$ cat src/rtl/sc_speed_pkg.sv
// sc_speed_pkg -- shared constants and state encoding for the speed timer.
//   DATAWIDTH_DEF      : default counter/period width
//   PERIOD_DEFAULT_DEF : period loaded at reset
//   PERIOD_MIN_DEF     : lower clamp for any period
//   LEVEL_W            : width of the speed level output
//   TICKS_PER_LEVEL    : ticks between level-ups (level-up build only)
//   speedState_e       : FSM state encoding
package sc_speed_pkg;

    localparam int          DATAWIDTH_DEF      = 24;
    localparam logic [23:0] PERIOD_DEFAULT_DEF = 24'h65B9AB;
    localparam logic [23:0] PERIOD_MIN_DEF     = 24'd2;
    localparam int          LEVEL_W            = 4;
    localparam int          TICKS_PER_LEVEL    = 8;

    typedef enum logic [1:0] {
        IDLE  = 2'd0,
        RUN   = 2'd1,
        PAUSE = 2'd2
    } speedState_e;

endpackage

$ cat src/rtl/sc_speed_level.sv
// sc_speed_level -- counts period ticks and raises the speed level every
// TICKS_PER_LEVEL ticks. Only instantiated when SC_SPEED_TIMER_LEVELUP_EN is set.
//   clk     : clock, rising edge
//   rst     : synchronous active-high reset
//   tick    : one-cycle pulse on every period wrap
//   load    : one-cycle pulse (active-high) when a new period is loaded
//   levelUp : combinational, high on the wrap that completes a group of ticks
//   level   : current speed level, saturating at its maximum
module sc_speed_level
    import sc_speed_pkg::*;
(
    input  logic               clk,
    input  logic               rst,
    input  logic               tick,
    input  logic               load,
    output logic               levelUp,
    output logic [LEVEL_W-1:0] level
);

    localparam int TCNT_W = $clog2(TICKS_PER_LEVEL);

    logic [TCNT_W-1:0] tickCount;

    assign levelUp = tick && (tickCount == TCNT_W'(TICKS_PER_LEVEL - 1));

    always_ff @(posedge clk) begin
        if (rst || load) begin
            tickCount <= '0;
            level     <= '0;
        end else if (tick) begin
            // The tick counter wraps naturally; level holds at all-ones.
            tickCount <= tickCount + 1'b1;
            if (levelUp && (level != {LEVEL_W{1'b1}})) begin
                level <= level + 1'b1;
            end
        end
    end

endmodule

$ cat src/rtl/sc_speed_timer.sv
// sc_speed_timer -- programmable period timer with IDLE/RUN/PAUSE control.
// Optional feature: define SC_SPEED_TIMER_LEVELUP_EN to shorten the period and
// raise the speed level every few ticks (see sc_speed_level).
//   SC_SPEED_TIMER_CLOCK_50        : clock, rising edge
//   SC_SPEED_TIMER_RESET_InHigh    : synchronous active-high reset
//   SC_SPEED_TIMER_start_InLow     : low starts the timer from IDLE
//   SC_SPEED_TIMER_pause_InLow     : low holds the count while running
//   SC_SPEED_TIMER_load_InLow      : one-cycle low strobe loads a new period
//   SC_SPEED_TIMER_period_InBUS    : period value sampled on load
//   SC_SPEED_TIMER_data_OutBUS     : current count (registered)
//   SC_SPEED_TIMER_T0_OutLow       : registered tick, low one cycle per period
//   SC_SPEED_TIMER_running_OutHigh : high while in RUN
//   SC_SPEED_TIMER_level_OutBUS    : current speed level (0 without level-up)
module sc_speed_timer
    import sc_speed_pkg::*;
#(
    parameter int                   DATAWIDTH      = DATAWIDTH_DEF,
    parameter logic [DATAWIDTH-1:0] PERIOD_DEFAULT = DATAWIDTH'(PERIOD_DEFAULT_DEF),
    parameter logic [DATAWIDTH-1:0] PERIOD_MIN     = DATAWIDTH'(PERIOD_MIN_DEF)
) (
    input  logic                 SC_SPEED_TIMER_CLOCK_50,
    input  logic                 SC_SPEED_TIMER_RESET_InHigh,
    input  logic                 SC_SPEED_TIMER_start_InLow,
    input  logic                 SC_SPEED_TIMER_pause_InLow,
    input  logic                 SC_SPEED_TIMER_load_InLow,
    input  logic [DATAWIDTH-1:0] SC_SPEED_TIMER_period_InBUS,
    output logic [DATAWIDTH-1:0] SC_SPEED_TIMER_data_OutBUS,
    output logic                 SC_SPEED_TIMER_T0_OutLow,
    output logic                 SC_SPEED_TIMER_running_OutHigh,
    output logic [LEVEL_W-1:0]   SC_SPEED_TIMER_level_OutBUS
);

    localparam logic [DATAWIDTH-1:0] LEVEL_STEP = PERIOD_MIN << 2;

    speedState_e          state;
    speedState_e          stateNext;
    logic [DATAWIDTH-1:0] count;
    logic [DATAWIDTH-1:0] period;
    logic                 t0Low;
    logic                 counting;
    logic                 wrap;
    logic                 levelUp;
    logic [LEVEL_W-1:0]   level;

    function automatic logic [DATAWIDTH-1:0] clampPeriod(input logic [DATAWIDTH-1:0] value);
        return (value < PERIOD_MIN) ? PERIOD_MIN : value;
    endfunction

    // Shorten the period by one level step, never below PERIOD_MIN.
    function automatic logic [DATAWIDTH-1:0] shrinkPeriod(input logic [DATAWIDTH-1:0] value);
        return (value < (PERIOD_MIN + LEVEL_STEP)) ? PERIOD_MIN : (value - LEVEL_STEP);
    endfunction

    always_comb begin
        stateNext = state;
        case (state)
            IDLE:    if (!SC_SPEED_TIMER_start_InLow) stateNext = RUN;
            RUN:     if (!SC_SPEED_TIMER_pause_InLow) stateNext = PAUSE;
            PAUSE:   if (SC_SPEED_TIMER_pause_InLow)  stateNext = RUN;
            default: stateNext = IDLE;
        endcase
    end

    // Count on every edge that leaves the timer in RUN (excluding the start
    // edge itself), so each cycle with pause low costs exactly one cycle.
    assign counting = (state != IDLE) && SC_SPEED_TIMER_pause_InLow;
    // Load takes priority over wrap: a load on the wrap cycle suppresses the tick.
    assign wrap     = counting && SC_SPEED_TIMER_load_InLow && (count == period - 1'b1);

    always_ff @(posedge SC_SPEED_TIMER_CLOCK_50) begin
        if (SC_SPEED_TIMER_RESET_InHigh) begin
            state  <= IDLE;
            count  <= '0;
            period <= PERIOD_DEFAULT;
            t0Low  <= 1'b1;
        end else begin
            state <= stateNext;
            t0Low <= !wrap;
            if (!SC_SPEED_TIMER_load_InLow) begin
                period <= clampPeriod(SC_SPEED_TIMER_period_InBUS);
                count  <= '0;
            end else if (wrap) begin
                count <= '0;
                if (levelUp) begin
                    period <= shrinkPeriod(period);
                end
            end else if (counting) begin
                count <= count + 1'b1;
            end
        end
    end

`ifdef SC_SPEED_TIMER_LEVELUP_EN
    sc_speed_level uLevel (
        .clk     (SC_SPEED_TIMER_CLOCK_50),
        .rst     (SC_SPEED_TIMER_RESET_InHigh),
        .tick    (wrap),
        .load    (!SC_SPEED_TIMER_load_InLow),
        .levelUp (levelUp),
        .level   (level)
    );
`else
    assign levelUp = 1'b0;
    assign level   = '0;
`endif

    assign SC_SPEED_TIMER_data_OutBUS     = count;
    assign SC_SPEED_TIMER_T0_OutLow       = t0Low;
    assign SC_SPEED_TIMER_running_OutHigh = (state == RUN);
    assign SC_SPEED_TIMER_level_OutBUS    = level;

endmodule

$ cat config.mk
export PLATFORM = sky130hd
export DESIGN_NAME = sc_speed_timer
export DESIGN_NICKNAME = d
export VERILOG_FILES = /design/src/rtl/sc_speed_pkg.sv /design/src/rtl/sc_speed_level.sv /design/src/rtl/sc_speed_timer.sv
export SDC_FILE = /design/constraint.sdc
export NUM_CORES = 1
export LEC_CHECK = 0
export ABC_AREA = 1
export CAP_MARGIN = 20
export CORE_MARGIN = 5
export CORE_UTILIZATION = 48
export DETAILED_ROUTE_END_ITERATION = 12
export GPL_ROUTABILITY_DRIVEN = 0
export PLACE_DENSITY = 0.8
export REMOVE_ABC_BUFFERS = 1
export SKIP_LAST_GASP = 1
export SYNTH_ARGS = -nofsm -noshare
export SYNTH_HDL_FRONTEND = slang
export SYNTH_SLANG_ARGS = --single-unit
$ cat constraint.sdc
create_clock -name SC_SPEED_TIMER_CLOCK_50 -period 1.7 [get_ports SC_SPEED_TIMER_CLOCK_50]
set_input_delay 0.34 -clock SC_SPEED_TIMER_CLOCK_50 [delete_from_list [all_inputs] [get_ports SC_SPEED_TIMER_CLOCK_50]]
set_output_delay 0.34 -clock SC_SPEED_TIMER_CLOCK_50 [all_outputs]
set_load 0.01 [all_outputs]
# Word level (Yosys, flattened, before mapping)
# Index checks and enable logic that the tools add are counted.
dict set report word_totals {
  latchBits 0
  rom_bits 0
  n_memories 0
  input_bits 29
  reg_bits 51
  ramBits 0
  word_cells 27
  output_inout_bits 30
}
dict set report classes {
  muxes 5
  n_eq_ne 6
  n_bitwise 1
  div 0
  shifts 0
  n_lt_le_gt_ge 1
  mul 0
  n_addsub 2
  n_reduce_logical 8
}
# cell n
set op_table {}
lappend op_table {{$add A24 B1 Y24 const B} 1}
lappend op_table {{$eq A24 B24 Y1} 1}
lappend op_table {{$lt A24 B2 Y1 const B} 1}
lappend op_table {{$mux W24} 1}
lappend op_table {{$sub A24 B1 Y24 const B} 1}
lappend op_table {{$mux W2} 3}
lappend op_table {{$ne A2 B2 Y1 const B} 3}
lappend op_table {{$pmux W2 S3} 1}
lappend op_table {{$logic_and A1 B1 Y1} 3}
lappend op_table {{$reduce_and A3 Y1} 1}
lappend op_table {{$reduce_or A3 Y1} 1}
lappend op_table {{$eq A2 B1 Y1 const B} 1}
lappend op_table {{$eq A2 B2 Y1 const B} 1}
lappend op_table {{$logic_not A2 Y1} 1}
lappend op_table {{$reduce_bool A2 Y1} 1}
lappend op_table {{$logic_not A1 Y1} 1}
lappend op_table {{$not A1 Y1} 1}

# Depth between registers and ports, before layout
dict set report logic_depth {
  depth_word 5
  ltp_mapped 17
  ltp_nobuf 16
}

# Worst setup path after synthesis
# Ideal clock, no wire load.
dict set report synth_path {
  kind {register -> register}
  from {register period[0]}
  to {register count[11], in the netlist SC_SPEED_TIMER_data_OutBUS[11]}
  path_stages_with_launch 17
  period_less_slack_ns 1.868
  arrival_time_ns 1.751
  t_required_ns 1.584
  n_path_buf 1
  setup_ns 0.116
  path_slack_ns -0.168
  cell_sequence {dfxtp_1 > inv_2 > ha_1 > nand2_1 > nor2_4 > nand2_1 > nand2_1 > nand2_1 > inv_1 > nand3_1 > nor2_1 > nand2_1 > nor2_2 > nand2_2 > nand2_4 > buf_12 > nor2_2}
}
dict set report synth_between {
  elab_chain_len 4
}
# element line
set synth_rtl {}
lappend synth_rtl {{start: declaration} sc_speed_timer.sv:38} ;# logic [DATAWIDTH-1:0] period;
lappend synth_rtl {{start signal: assignment} sc_speed_timer.sv:80} ;# period <= clampPeriod(SC_SPEED_TIMER_period_InBUS);
lappend synth_rtl {{start signal: assignment} sc_speed_timer.sv:85} ;# period <= shrinkPeriod(period);
lappend synth_rtl {{$sub A24 B1 Y24} sc_speed_timer.sv:68} ;# assign wrap = counting && SC_SPEED_TIMER_load_InLow && (count == period - 1'b1);
lappend synth_rtl {{$eq A24 B24 Y1} sc_speed_timer.sv:68}
lappend synth_rtl {{$logic_and A1 B1 Y1} sc_speed_timer.sv:68}
lappend synth_rtl {{$reduce_or A3 Y1 (no line)} n/a}
lappend synth_rtl {{end signal: assignment} sc_speed_timer.sv:88} ;# count <= count + 1'b1;
lappend synth_rtl {{end: declaration} sc_speed_timer.sv:37} ;# logic [DATAWIDTH-1:0] count;
# No other way between the ends.
# A chain may end at the register's enable or synchronous reset.

# Worst setup path after layout
dict set report layout_path {
  from {register period[5]}
  to {register count[23], in the netlist SC_SPEED_TIMER_data_OutBUS[23]}
}
# The elaborated chain is that of the path after synthesis.

==> results.yml <==
timing:
  rsz0062_at_grt: "true"
  fin_skew_ns: 0.00572
  finalCritPeriodShare_pct: 122
  setup_slack_ns: -0.380
  hold_viol: 0
  setup_violations: 25
  slew_violations: 0
  worst_slew_pin_slew_ns: 0.560
  max_freq_ghz: 0.481
  slew_headroom_pct: 62.6
  holdWs_ns: 0.528
  period_minus_slack_ns: 2.08
run:
  drv_cap: 0
logic_synthesis:
  synthArstFlopShare_pct: 0
  synth_edf_count: 0
  syn_area_per_cell_um2: 6.82
  synth.area.top_cells: "dfxtp_1 (32%), nand2_1 (12%), xor2_1 (9.3%)"
  syn_inst: 471
  yosysMostFrequentCell: "nand2_1"
  dominantRegCellSynth: "dfxtp_1"
  synthTopCellsByCount: "nand2_1 (102), inv_1 (66), nor2_1 (60)"
  synth-seq-cells: 51
  synth_top_cell_area_share_pct: 31.8
  yosysSeqAreaShare_pct: 31.8
  syn_area_um2: 3210
  yosysTopAreaCell: "dfxtp_1"
  synth.distinct_cells: 35
  yosys_warnings: 0
route:
  ant_nets: 0
  drt-total-wl_um: 10900
  drt_iter0_drc: 281
  routed_via_density: 5.39
  drtPass1Iterations: 4
  vias: 3760
  wl_per_cell_um: 15.7
  drcViolationCount: 0
worst_hold_path:
  hp-class: "flop to flop"
  hold_depth: 2
  holdPathEnd: "period[22]$_SDFFE_PP1N_"
  min-delay-start: "period[22]$_SDFFE_PP1N_"
outcome:
  status: "finished with violations"
  violations: "negative setup slack"
placement:
  numPortBuffers: 54
  placed_cells: 683
  dp_hpwl_um: 8030
worst_setup_path:
  start_kind: "flop"
  rr_startpoint: "period[5]$_SDFFE_PP1N_"
  cp.required_ns: 1.91
  cp.arrival_ns: 2.29
  critPathTopFamily: "simple AND/OR/NAND/NOR gates"
  r2r_end: "SC_SPEED_TIMER_data_OutBUS[23]$_SDFFE_PP0P_"
  cp.depth: 17
  slowest_stage: "dfxtp_2"
  crit_top_cell: "nand2_1"
  r2r_slack_ns: -0.38
  critPathMaxStageDelay_ns: 0.38
  path_max_fanout: 7
  crit_chain: "nor2_4 -> buf_4 -> buf_4 -> nand3_1 -> nor2_1 -> nand2_1 -> nand2_1 -> nand2_1 -> nand2_1 -> nand2_1 -> inv_1 -> nand2_1 -> nor2_2 -> nand2_2 -> nand2_4 -> clkbuf_16 -> nor2_1"
  end_kind: "flop"
  crit_type: "flop to flop"
  path_buf_inv: 4
  reg2reg_depth: 17
cells_and_area:
  fillers: 430
  fin_util_pct: 75.0
  n_antenna_cell: 0
  drive_gt1_share_pct: 29.8
  fin_nets: 651
  area.growth.synth_to_final_pct: 49.8
  final_cells: 698
  seqCellArea_um2: 1040
  multiInputGateArea_um2: 1970
clock_tree:
  cts_root_buffer: "clkbuf_8"
  cts_hold_buf: 0
  clock_latency_ns: 0.31
  clk_pin_slew_ns: 0.10
  numCtsBuffers: 5
  cts_sinks: 51
  cts_tree: "yes"
  htree_levels: 2
  clk_path_buf_depth: 2
global_routing:
  grt_pass1_vias: 3686
  antenna_found_initial: 0
  grt_max_degree: 16
  grt.overflow.total: 0
  track_usage_pct: 24.9
  grt_first_pass_wirelength_um: 16900
floorplanning:
  die-area_um2: 8430
  core_area_um2: 6420
  initial_utilization_pct: 50.0
  io_pins: 59
  die_h_um: 91.8
  num_rows: 29
  die_w_um: 91.8
pwr:
  p_per_area_nw_per_um2: 554
  cellLeakagePower_nw: 2.21
  peakVddDrop_uv: 523
[worst min-delay path: cells and delay by family, from the launching register on]
| kind | cells | cell delay, ns |
|---|---|---|
| flops | 1 | 0.32 |
| compound gates | 1 | 0.07 |
| buf+inv | 1 | 0.09 |
[power breakdown]
group,internal [mW],switching [mW]
Clock,0.477,0.431
Sequential,1.23,0.0505
Combinational,0.238,0.235
Total,1.95,0.717
[layer usage]
layer,wire length (um),track usage (%)
met4,283,8.17
met3,980,4.75
met5,0,0
met1,4390,30.5
met2,5290,43.8
[how the worst max path moves through the flow]
stage                                          start  slack, ns                                           to
after detailed placement  SC_SPEED_TIMER_pause_InLow      -0.53  SC_SPEED_TIMER_data_OutBUS[21]$_SDFFE_PP0P_
after global placement    SC_SPEED_TIMER_pause_InLow      -0.42  SC_SPEED_TIMER_data_OutBUS[23]$_SDFFE_PP0P_
after CTS                     period[1]$_SDFFE_PP1N_      -0.27  SC_SPEED_TIMER_data_OutBUS[13]$_SDFFE_PP0P_
after global routing          period[5]$_SDFFE_PP1N_      -0.45  SC_SPEED_TIMER_data_OutBUS[23]$_SDFFE_PP0P_
final                         period[5]$_SDFFE_PP1N_      -0.38  SC_SPEED_TIMER_data_OutBUS[23]$_SDFFE_PP0P_
after floorplan               period[0]$_SDFFE_PP1N_      -0.18   SC_SPEED_TIMER_data_OutBUS[0]$_SDFFE_PP0P_
[metrics by stage]
stage / area [um^2] / setup slack, ns / power, mW / setup TNS [ns]
floorplan: 3130 / -0.176 / 1.48 / -4.02
global placement: 4470 / -0.425 / 1.71 / -10.74
detailed placement: 4470 / -0.526 / 1.73 / -12.93
CTS: 4670 / -0.270 / 2.63 / -6.25
global route: 4810 / -0.449 / 2.75 / -10.68
finish: 4810 / -0.380 / 2.67 / -8.85
[cells in the final DEF, fill, tap and decap left out, types with 2 or more instances in the layout]
master | netlist | routed
a21oi_1 | 10 | 10
a22o_1 | 3 | 3
a22oi_1 | 2 | 2
buf_12 | 1 | 2
buf_4 | 4 | 90
buf_6 | 1 | 4
clkbuf_8 | 0 | 6
clkdlybuf4s50_1 | 0 | 42
conb_1 | 1 | 4
dfxtp_1 | 51 | 34
dfxtp_2 | 0 | 16
dlygate4sd2_1 | 0 | 6
dlymetal6s2s_1 | 0 | 6
inv_1 | 66 | 62
inv_2 | 1 | 5
nand2_1 | 102 | 94
nand2_2 | 5 | 12
nand2_4 | 1 | 2
nand3_1 | 26 | 23
nand3_2 | 0 | 3
nand3b_1 | 6 | 6
nand4_1 | 13 | 13
nor2_1 | 60 | 52
nor2_2 | 23 | 26
nor2_4 | 5 | 10
nor3_1 | 13 | 11
nor3_2 | 0 | 2
nor4_1 | 4 | 4
o21ai_0 | 10 | 8
o21ai_1 | 1 | 3
o22a_1 | 3 | 3
o22ai_1 | 2 | 2
xnor2_1 | 11 | 11
xor2_1 | 34 | 33
[kinds of logic (layout without fill, tap and decap cells)]
group	after synthesis	count (layout)	synth area share, %
other	1	4	0.117
AOI/OAI and AO/OA	33	33	6.27
DFF	51	51	31.8
adders and majority gates	2	2	0.779
xor gates and xnor gates	45	45	12.3
and+or+nand+nor	260	260	38.0
buffers and inverters	79	226	10.8
[area by class of cell]
| cell class | instances | share of cell area, % |
|---|---|---|
| clock buffer | 6 | 1.72 |
| clock inverter | 2 | 0.728 |
| inverter | 67 | 5.22 |
| multi-input combinational | 344 | 40.9 |
| sequential | 51 | 21.7 |
| tap | 77 | 2.00 |
| timing repair buffer | 151 | 27.7 |
[registers in the layout, summed over array words and instances, names as in the netlist]
register / count
state: 2
SC_SPEED_TIMER_T0_OutLow: 1
SC_SPEED_TIMER_data_OutBUS: 24
period: 24
[timing repair]
| item | 4_1_cts | 5_1_grt |
|---|---|---|
| gates resized for setup | 34 | 36 |
| buffers inserted | 2 | 4 |
| setup endpoints to repair | 34 | 36 |
| pin swaps | 4 | 19 |
| cloned | 0 | 1 |
Power figures use the tool's default switching activity.
